[config.mk]
export PLATFORM = sky130hd
export DESIGN_NAME = load_interlock_ctrl
export DESIGN_NICKNAME = d
export VERILOG_FILES = /design/src/rtl/load_interlock_ctrl.sv
export SDC_FILE = /design/constraint.sdc
export NUM_CORES = 1
export LEC_CHECK = 0
export BUFFER_PORTS_ARGS = -buffer_cell sky130_fd_sc_hd__buf_2
export CAP_MARGIN = 20
export CORE_ASPECT_RATIO = 1.1
export CORE_MARGIN = 2
export CORE_UTILIZATION = 54
export CTS_BUF_LIST = sky130_fd_sc_hd__clkbuf_2 sky130_fd_sc_hd__clkbuf_4 sky130_fd_sc_hd__clkbuf_8
export DETAILED_ROUTE_END_ITERATION = 12
export PLACE_DENSITY = 0.93
export SKIP_CTS_REPAIR_TIMING = 1
export SYNTH_ARGS = -nofsm -noshare
export SYNTH_HDL_FRONTEND = slang
export SYNTH_SLANG_ARGS = --single-unit
[constraint.sdc]
create_clock -name clk -period 2.8 [get_ports clk]
set_input_delay 0.56 -clock clk [delete_from_list [all_inputs] [get_ports clk]]
set_output_delay 0.56 -clock clk [all_outputs]
set_load 0.05 [all_outputs]
[src/rtl/load_interlock_ctrl.sv]
// Load-use interlock and ALU operand forwarding control beside the ID stage.
// Tracks EX/MEM register writes in shadow state; outputs are combinational from that state and the ID inputs.
module load_interlock_ctrl #(
  parameter int REG_BITS = 5,
  parameter int CNT_BITS = 16
) (
  input  logic                clk,
  input  logic                clrn,
  input  logic                id_valid,
  input  logic [REG_BITS-1:0] id_rs,
  input  logic [REG_BITS-1:0] id_rt,
  input  logic                id_use_rs,
  input  logic                id_use_rt,
  input  logic                id_wreg,
  input  logic                id_m2reg,
  input  logic [REG_BITS-1:0] id_rn,
  input  logic                mem_wait,
  output logic                LOADDEPEEN,
  output logic                bubble,
  output logic [1:0]          fwda,
  output logic [1:0]          fwdb,
  output logic [CNT_BITS-1:0] stall_cnt
);

  logic                ex_wreg, ex_m2reg, mem_wreg, mem_m2reg;
  logic [REG_BITS-1:0] ex_rn, mem_rn;
  logic                ex_hit_s, ex_hit_t, mem_hit_s, mem_hit_t, lu_hazard;

  function automatic logic [CNT_BITS-1:0] sat_inc(input logic [CNT_BITS-1:0] c);
    if (&c) return c;
    return c + 1'b1;
  endfunction

  // EX beats MEM; a pending load in EX yields 00 because it always stalls.
  function automatic logic [1:0] fwd_sel(input logic ex_hit, input logic mem_hit,
                                         input logic ex_ld, input logic mem_ld);
    if (ex_hit && !ex_ld)       return 2'b01;
    else if (ex_hit)            return 2'b00;
    else if (mem_hit && !mem_ld) return 2'b10;
    else if (mem_hit)           return 2'b11;
    return 2'b00;
  endfunction

  always_comb begin
    ex_hit_s  = ex_wreg  && (ex_rn  != '0) && (ex_rn  == id_rs);
    ex_hit_t  = ex_wreg  && (ex_rn  != '0) && (ex_rn  == id_rt);
    mem_hit_s = mem_wreg && (mem_rn != '0) && (mem_rn == id_rs);
    mem_hit_t = mem_wreg && (mem_rn != '0) && (mem_rn == id_rt);
    lu_hazard = id_valid && ex_m2reg &&
                ((id_use_rs && ex_hit_s) || (id_use_rt && ex_hit_t));
  end

  // Gated by clrn so reset forces the idle values even with mem_wait asserted.
  always_comb begin
    LOADDEPEEN = 1'b1;
    bubble     = 1'b0;
    fwda       = 2'b00;
    fwdb       = 2'b00;
    if (clrn) begin
      fwda = fwd_sel(ex_hit_s, mem_hit_s, ex_m2reg, mem_m2reg);
      fwdb = fwd_sel(ex_hit_t, mem_hit_t, ex_m2reg, mem_m2reg);
      if (mem_wait) begin
        LOADDEPEEN = 1'b0;
      end else if (lu_hazard) begin
        LOADDEPEEN = 1'b0;
        bubble     = 1'b1;
      end
    end
  end

  always_ff @(posedge clk or negedge clrn) begin
    if (!clrn) begin
      ex_wreg   <= 1'b0;
      ex_m2reg  <= 1'b0;
      ex_rn     <= '0;
      mem_wreg  <= 1'b0;
      mem_m2reg <= 1'b0;
      mem_rn    <= '0;
      stall_cnt <= '0;
    end else if (!mem_wait) begin
      mem_wreg  <= ex_wreg;
      mem_m2reg <= ex_m2reg;
      mem_rn    <= ex_rn;
      if (bubble) begin
        ex_wreg   <= 1'b0;
        ex_m2reg  <= 1'b0;
        ex_rn     <= '0;
        stall_cnt <= sat_inc(stall_cnt);
      end else begin
        ex_wreg   <= id_wreg && id_valid;
        ex_m2reg  <= id_m2reg && id_valid;
        ex_rn     <= id_rn;
      end
    end
  end

endmodule

== Yosys cells after proc, flatten, opt, wreduce, memory -nomap -nowiden ==
Index checks and enable logic that the tools add are counted.
Widths: inputs -> output; s select.

* Add/sub/neg operators: 1
* Equality and inequality tests: 5
* Muxes and demuxes: 35
* Bitwise operators: 1
* Reductions and logical operators: 23

{| class="wikitable"
|+ Operators by type and width
! operator !! number
|-
| $mux 2 || 12
|-
| $mux 1 || 21
|-
| $eq 5x5->1 || 4
|-
| $add 16x1->16 const B || 1
|-
| $logic_and 1x1->1 || 16
|-
| $mux 16 || 1
|-
| $reduce_and 16->1 || 1
|-
| $reduce_bool 5->1 || 2
|-
| $mux 5 || 1
|-
| $reduce_and 3->1 || 1
|-
| $logic_not 1->1 || 2
|-
| $ne 2x2->1 const B || 1
|-
| $logic_or 1x1->1 || 1
|-
| $not 1->1 || 1
|}

* Register bits: 30
* Output and inout port bits: 22

== Logic depth before layout (Yosys ltp) ==
* Word-level depth: 13
* Mapped depth: 8

== Worst setup path after synthesis ==
No wires, ideal clock.

* Kind: input-to-output
* Start point: input port id_rt[0]
* End point: output port fwdb[0]
* Data arrival time: 2.651 ns
* Data required time: 2.240 ns
* Setup slack: -0.411 ns
* Stages: 5
* Path through: xnor2_1 -> nand3_1 -> or3_2 -> or2_2 -> a21boi_0

* Longest elaborated chain between the ends: 9

{| class="wikitable"
|+ Ends and longest elaborated chain
! what !! RTL line !! text
|-
| start, declared || 11 || <nowiki>input logic [REG_BITS-1:0] id_rt,</nowiki>
|-
| $eq 5x5->1 || 48 || <nowiki>mem_hit_t = mem_wreg && (mem_rn != '0) && (mem_rn == id_rt);</nowiki>
|-
| $logic_and 1x1->1 || 48 ||
|-
| $mux 1 / $logic_and 1x1->1 (equally long branches) || 40, 39 ||
|-
| $mux 1 || 39 || <nowiki>else if (mem_hit && !mem_ld) return 2'b10;</nowiki>
|-
| $mux 1 || 38 || <nowiki>else if (ex_hit) return 2'b00;</nowiki>
|-
| $mux 1 || 37 || <nowiki>if (ex_hit && !ex_ld) return 2'b01;</nowiki>
|-
| $mux 1 || 59 || <nowiki>if (clrn) begin</nowiki>
|-
| $mux 2 (*) || 41 || <nowiki>return 2'b00;</nowiki>
|-
| $mux 2 (*) || 59 ||
|-
| end, declared || 21 || <nowiki>output logic [1:0] fwdb,</nowiki>
|}

Every way passes the cells marked *; elsewhere a longest branch is shown, timed or not. The select of a mux whose other input is x is not followed.

== Worst setup path after layout ==
* Start point: register ex_rn[1]
* End point: output port bubble

* Longest elaborated chain between the ends: 9

{| class="wikitable"
|+ Ends and longest elaborated chain
! what !! RTL line !! text
|-
| start, declared || 26 || <nowiki>logic [REG_BITS-1:0] ex_rn, mem_rn;</nowiki>
|-
| start signal, assigned || 92 || <nowiki>ex_rn <= id_rn;</nowiki>
|-
| $reduce_bool 5->1 || 45, 46 ||
|-
| $logic_and 1x1->1 || 45, 46 ||
|-
| $logic_and 1x1->1 (on tied branches) || 45, 46 ||
|-
| $logic_and 1x1->1 || 50 || <nowiki>((id_use_rs && ex_hit_s) || (id_use_rt && ex_hit_t));</nowiki>
|-
| $logic_or 1x1->1 (*) || 50 ||
|-
| $logic_and 1x1->1 (*) || 49 || <nowiki>lu_hazard = id_valid && ex_m2reg &&</nowiki>
|-
| $mux 1 (*) || 64 || <nowiki>end else if (lu_hazard) begin</nowiki>
|-
| $mux 1 (*) || 62 || <nowiki>if (mem_wait) begin</nowiki>
|-
| $mux 1 (*) || 59 ||
|-
| end, declared || 19 || <nowiki>output logic bubble,</nowiki>
|}

Every way passes the cells marked *; elsewhere a longest branch is shown, timed or not.

==> flow_metrics.py <==
metrics = {
    "cts": {
        "cts_sinks": 30,
        "htreeDepth": 2,
        "clkTransAtPathRegs_ns": 0.09,
        "cts_tree": "yes",
        "clockBufferDepth": 2,
        "cts_root_buf": "clkbuf_4",
        "clock_latency_ns": 0.33,
        "numCtsBuffers": 5,
    },
    "detailed_routing": {
        "vias_per_cell": 5.63,
        "drtIter0Drc": 52,
        "dr.pass1.iters": 4,
        "vias": 1352,
        "antenna_left": 0,
        "drc": 0,
        "wl_per_cell_um": 14.8,
        "drt-total-wl_um": 3550,
    },
    "synth": {
        "synth_area_per_cell_sq_um": 11.0,
        "ys_ff_latch": 30,
        "synthCells": 153,
        "syn_nets": 177,
        "ys_seq_area_share_pct": 44.5,
        "ys_types": 38,
        "synth_warnings": 0,
        "syn-cell-area_sq_mm": 0.00169,
    },
    "setup_path": {
        "timing.rr.start": "ex_rn[2]$_DFFE_PN0N_",
        "crit_type": "register to output port",
        "crit_path_max_fanout": 5,
        "reg2reg_to": "stall_cnt[5]$_DFFE_PN0P_",
        "worst_r2r_path_depth": 8,
        "critPathLaunchType": "register",
        "setup.worst_path.end_class": "output port",
        "r2r_slack_ns": 0.49,
        "cp.arrival_ns": 2.21,
        "worst_ep_required_time_ns": 2.24,
    },
    "power": {
        "combPwrFrac_pct": 14.6,
        "total_power_w": 0.000938,
        "leakagePower_nw": 0.977,
        "power_density_mw_per_mm2": 448,
        "power.switching_fraction_pct": 25.3,
        "power_switching_w": 0.000237,
        "peakVddDrop_v": 0.000428,
        "clock_power_share_pct": 33.4,
        "p_int_w": 0.000701,
        "seqPwrFrac_pct": 51.9,
    },
    "sta": {
        "fmax_mhz": 361,
        "drv_slew": 0,
        "period_minus_slack_ns": 2.77,
        "skew_ns": 0.00973,
        "slew_headroom_pct": 72.9,
        "finalCritPeriodShare_pct": 99.0,
        "finalSetupTns_ns": 0,
        "rsz0062_at_grt": "true",
        "max_slew.worst_pin.slew_ns": 0.406,
        "finalHoldViolCount": 0,
        "final-setup-viol-count": 0,
        "layout_setup_ws_ns": 0.0280,
    },
    "global_route": {
        "grt_max_degree": 36,
        "track_usage_pct": 21.5,
        "grt_pass1_wl_um": 5920,
        "grt_overflow": 0,
        "grt_pass1_vias": 1353,
        "antenna_found_initial": 0,
    },
    "floorplan": {
        "rows": 21,
        "die_height_um": 62.6,
        "die_w_um": 57.3,
        "ioPinCount": 45,
        "core_sq_mm": 0.00302,
        "die_area_sq_mm": 0.00359,
        "initial_core_util_pct": 55.9,
    },
    "job": {
        "max_cap_violations": 0,
    },
    "final_layout": {
        "layout_common_cells": "buf_2, xnor2_1, dfrtp_1",
        "drive_gt1_share_pct": 42.7,
        "final_nets": 229,
        "fillers": 253,
        "layout_commonest_cell": "buf_2",
        "utilization_pct": 69.3,
        "antenna_cells": 0,
        "area_growth_syn_to_layout_pct": 24.0,
        "final_area_sq_mm": 0.00209,
    },
    "place": {
        "dpl-instance-area_sq_mm": 0.00194,
        "hpwl_um": 2630,
        "dp_slack_ns": 0.142,
        "gp_congestion": 0.861,
        "port_buffers": 44,
    },
    "outcome": {
        "status": "completed",
    },
    "worst_hold_path": {
        "worstHoldPathType": "primary input to async pin",
    },
}
[logic make-up (layout without fill, tap and decap cells)]
group | Yosys count | in the layout | synth area share (%)
xor gates and xnor gates | 34 | 34 | 17.6
adders and majority gates | 1 | 1 | 0.741
muxes | 9 | 9 | 5.93
DFF | 30 | 30 | 44.5
buffers and inverters | 7 | 60 | 2.22
and+or+nand+nor | 58 | 58 | 21.5
AOI/OAI and AO/OA | 14 | 14 | 7.49
[power by group through the flow]
stage	clock network [W]	registers [W]	logic, W
finish	0.000314	0.000487	0.000137
CTS	0.000325	0.000485	0.000129
detailed placement	0	0.000494	0.000128
floorplan	0	0.000486	0.0000857
global placement	0	0.000493	0.000126
global route	0.000340	0.000491	0.000150
[synth_stat cells, drive strengths merged]
master	count	area, sq um
dfrtp	30	751
xnor2	29	254
nand3	12	75.1
mux2	8	90.1
nand2	8	30.0
and3	7	43.8
nor2b	6	37.5
a22o	5	45.0
nand4	5	37.5
xor2	5	43.8
nor2	4	15.0
inv	3	11.3
nor4	3	25.0
o21ai	3	18.8
or2	3	18.8
a21boi	2	15.0
a32o	2	20.0
buf	2	18.8
clkbuf	2	7.51
or3	2	15.0
or4	2	15.0
a41o	1	11.3
and2b	1	8.76
and4	1	8.76
ha	1	12.5
mux2i	1	10.0
nand4b	1	8.76
nor3	1	5.00
nor4b	1	8.76
o21ba	1	16.3
or4b	1	10.0
[critical path, cell delays in order, from the launching register on]
cell     delay [ns]
dfrtp_2        0.46
or4_4          0.56
o21ai_4        0.21
nor4_2         0.10
nor2_2         0.16
or2_1          0.16
inv_1          0.06
buf_4          0.18
[per-layer routing]
layer  GRT usage, %  vias to the layer above  wire length, um
met1           25.1                      657             1500
met4           8.43                        0               61
met5              0                        -                0
li1               -                      648                -
met2           36.2                       40             1800
met3           7.04                        7              191
[layout make-up]
class                      count  area, sq um  area share, %
tap                           34         42.5           2.03
clock buffer                   8         78.8           3.77
sequential                    30          756           36.1
multi-input combinational    116          930           44.4
inverter                       3         11.3          0.538
timing repair buffer          49          275           13.2
[registers in the layout (all words and copies together) (netlist names)]
| register | count |
|---|---|
| ex_rn | 5 |
| ex_wreg | 1 |
| stall_cnt | 16 |
| mem_rn | 5 |
| ex_m2reg | 1 |
| mem_wreg | 1 |
| mem_m2reg | 1 |
[worst max-delay path by stage]
stage,from,end,depth (start not counted)
2_1_floorplan,id_rt[0],fwdb[0],5
3_3_place_gp,id_rt[1],fwdb[0],7
3_5_place_dp,id_rt[1],fwdb[0],7
4_1_cts,ex_rn[1]$_DFFE_PN0N_,LOADDEPEEN,7
5_1_grt,ex_rn[1]$_DFFE_PN0N_,LOADDEPEEN,7
6_report,ex_rn[1]$_DFFE_PN0N_,bubble,7
[through the flow]
step,std cells,hold slack [ns]
after floorplan,153,0.264
after detailed placement,229,0.487
after global placement,229,0.477
after global routing,240,0.307
after CTS,237,0.280
final,240,0.294
No activity file was read; power rests on OpenSTA's default activity.
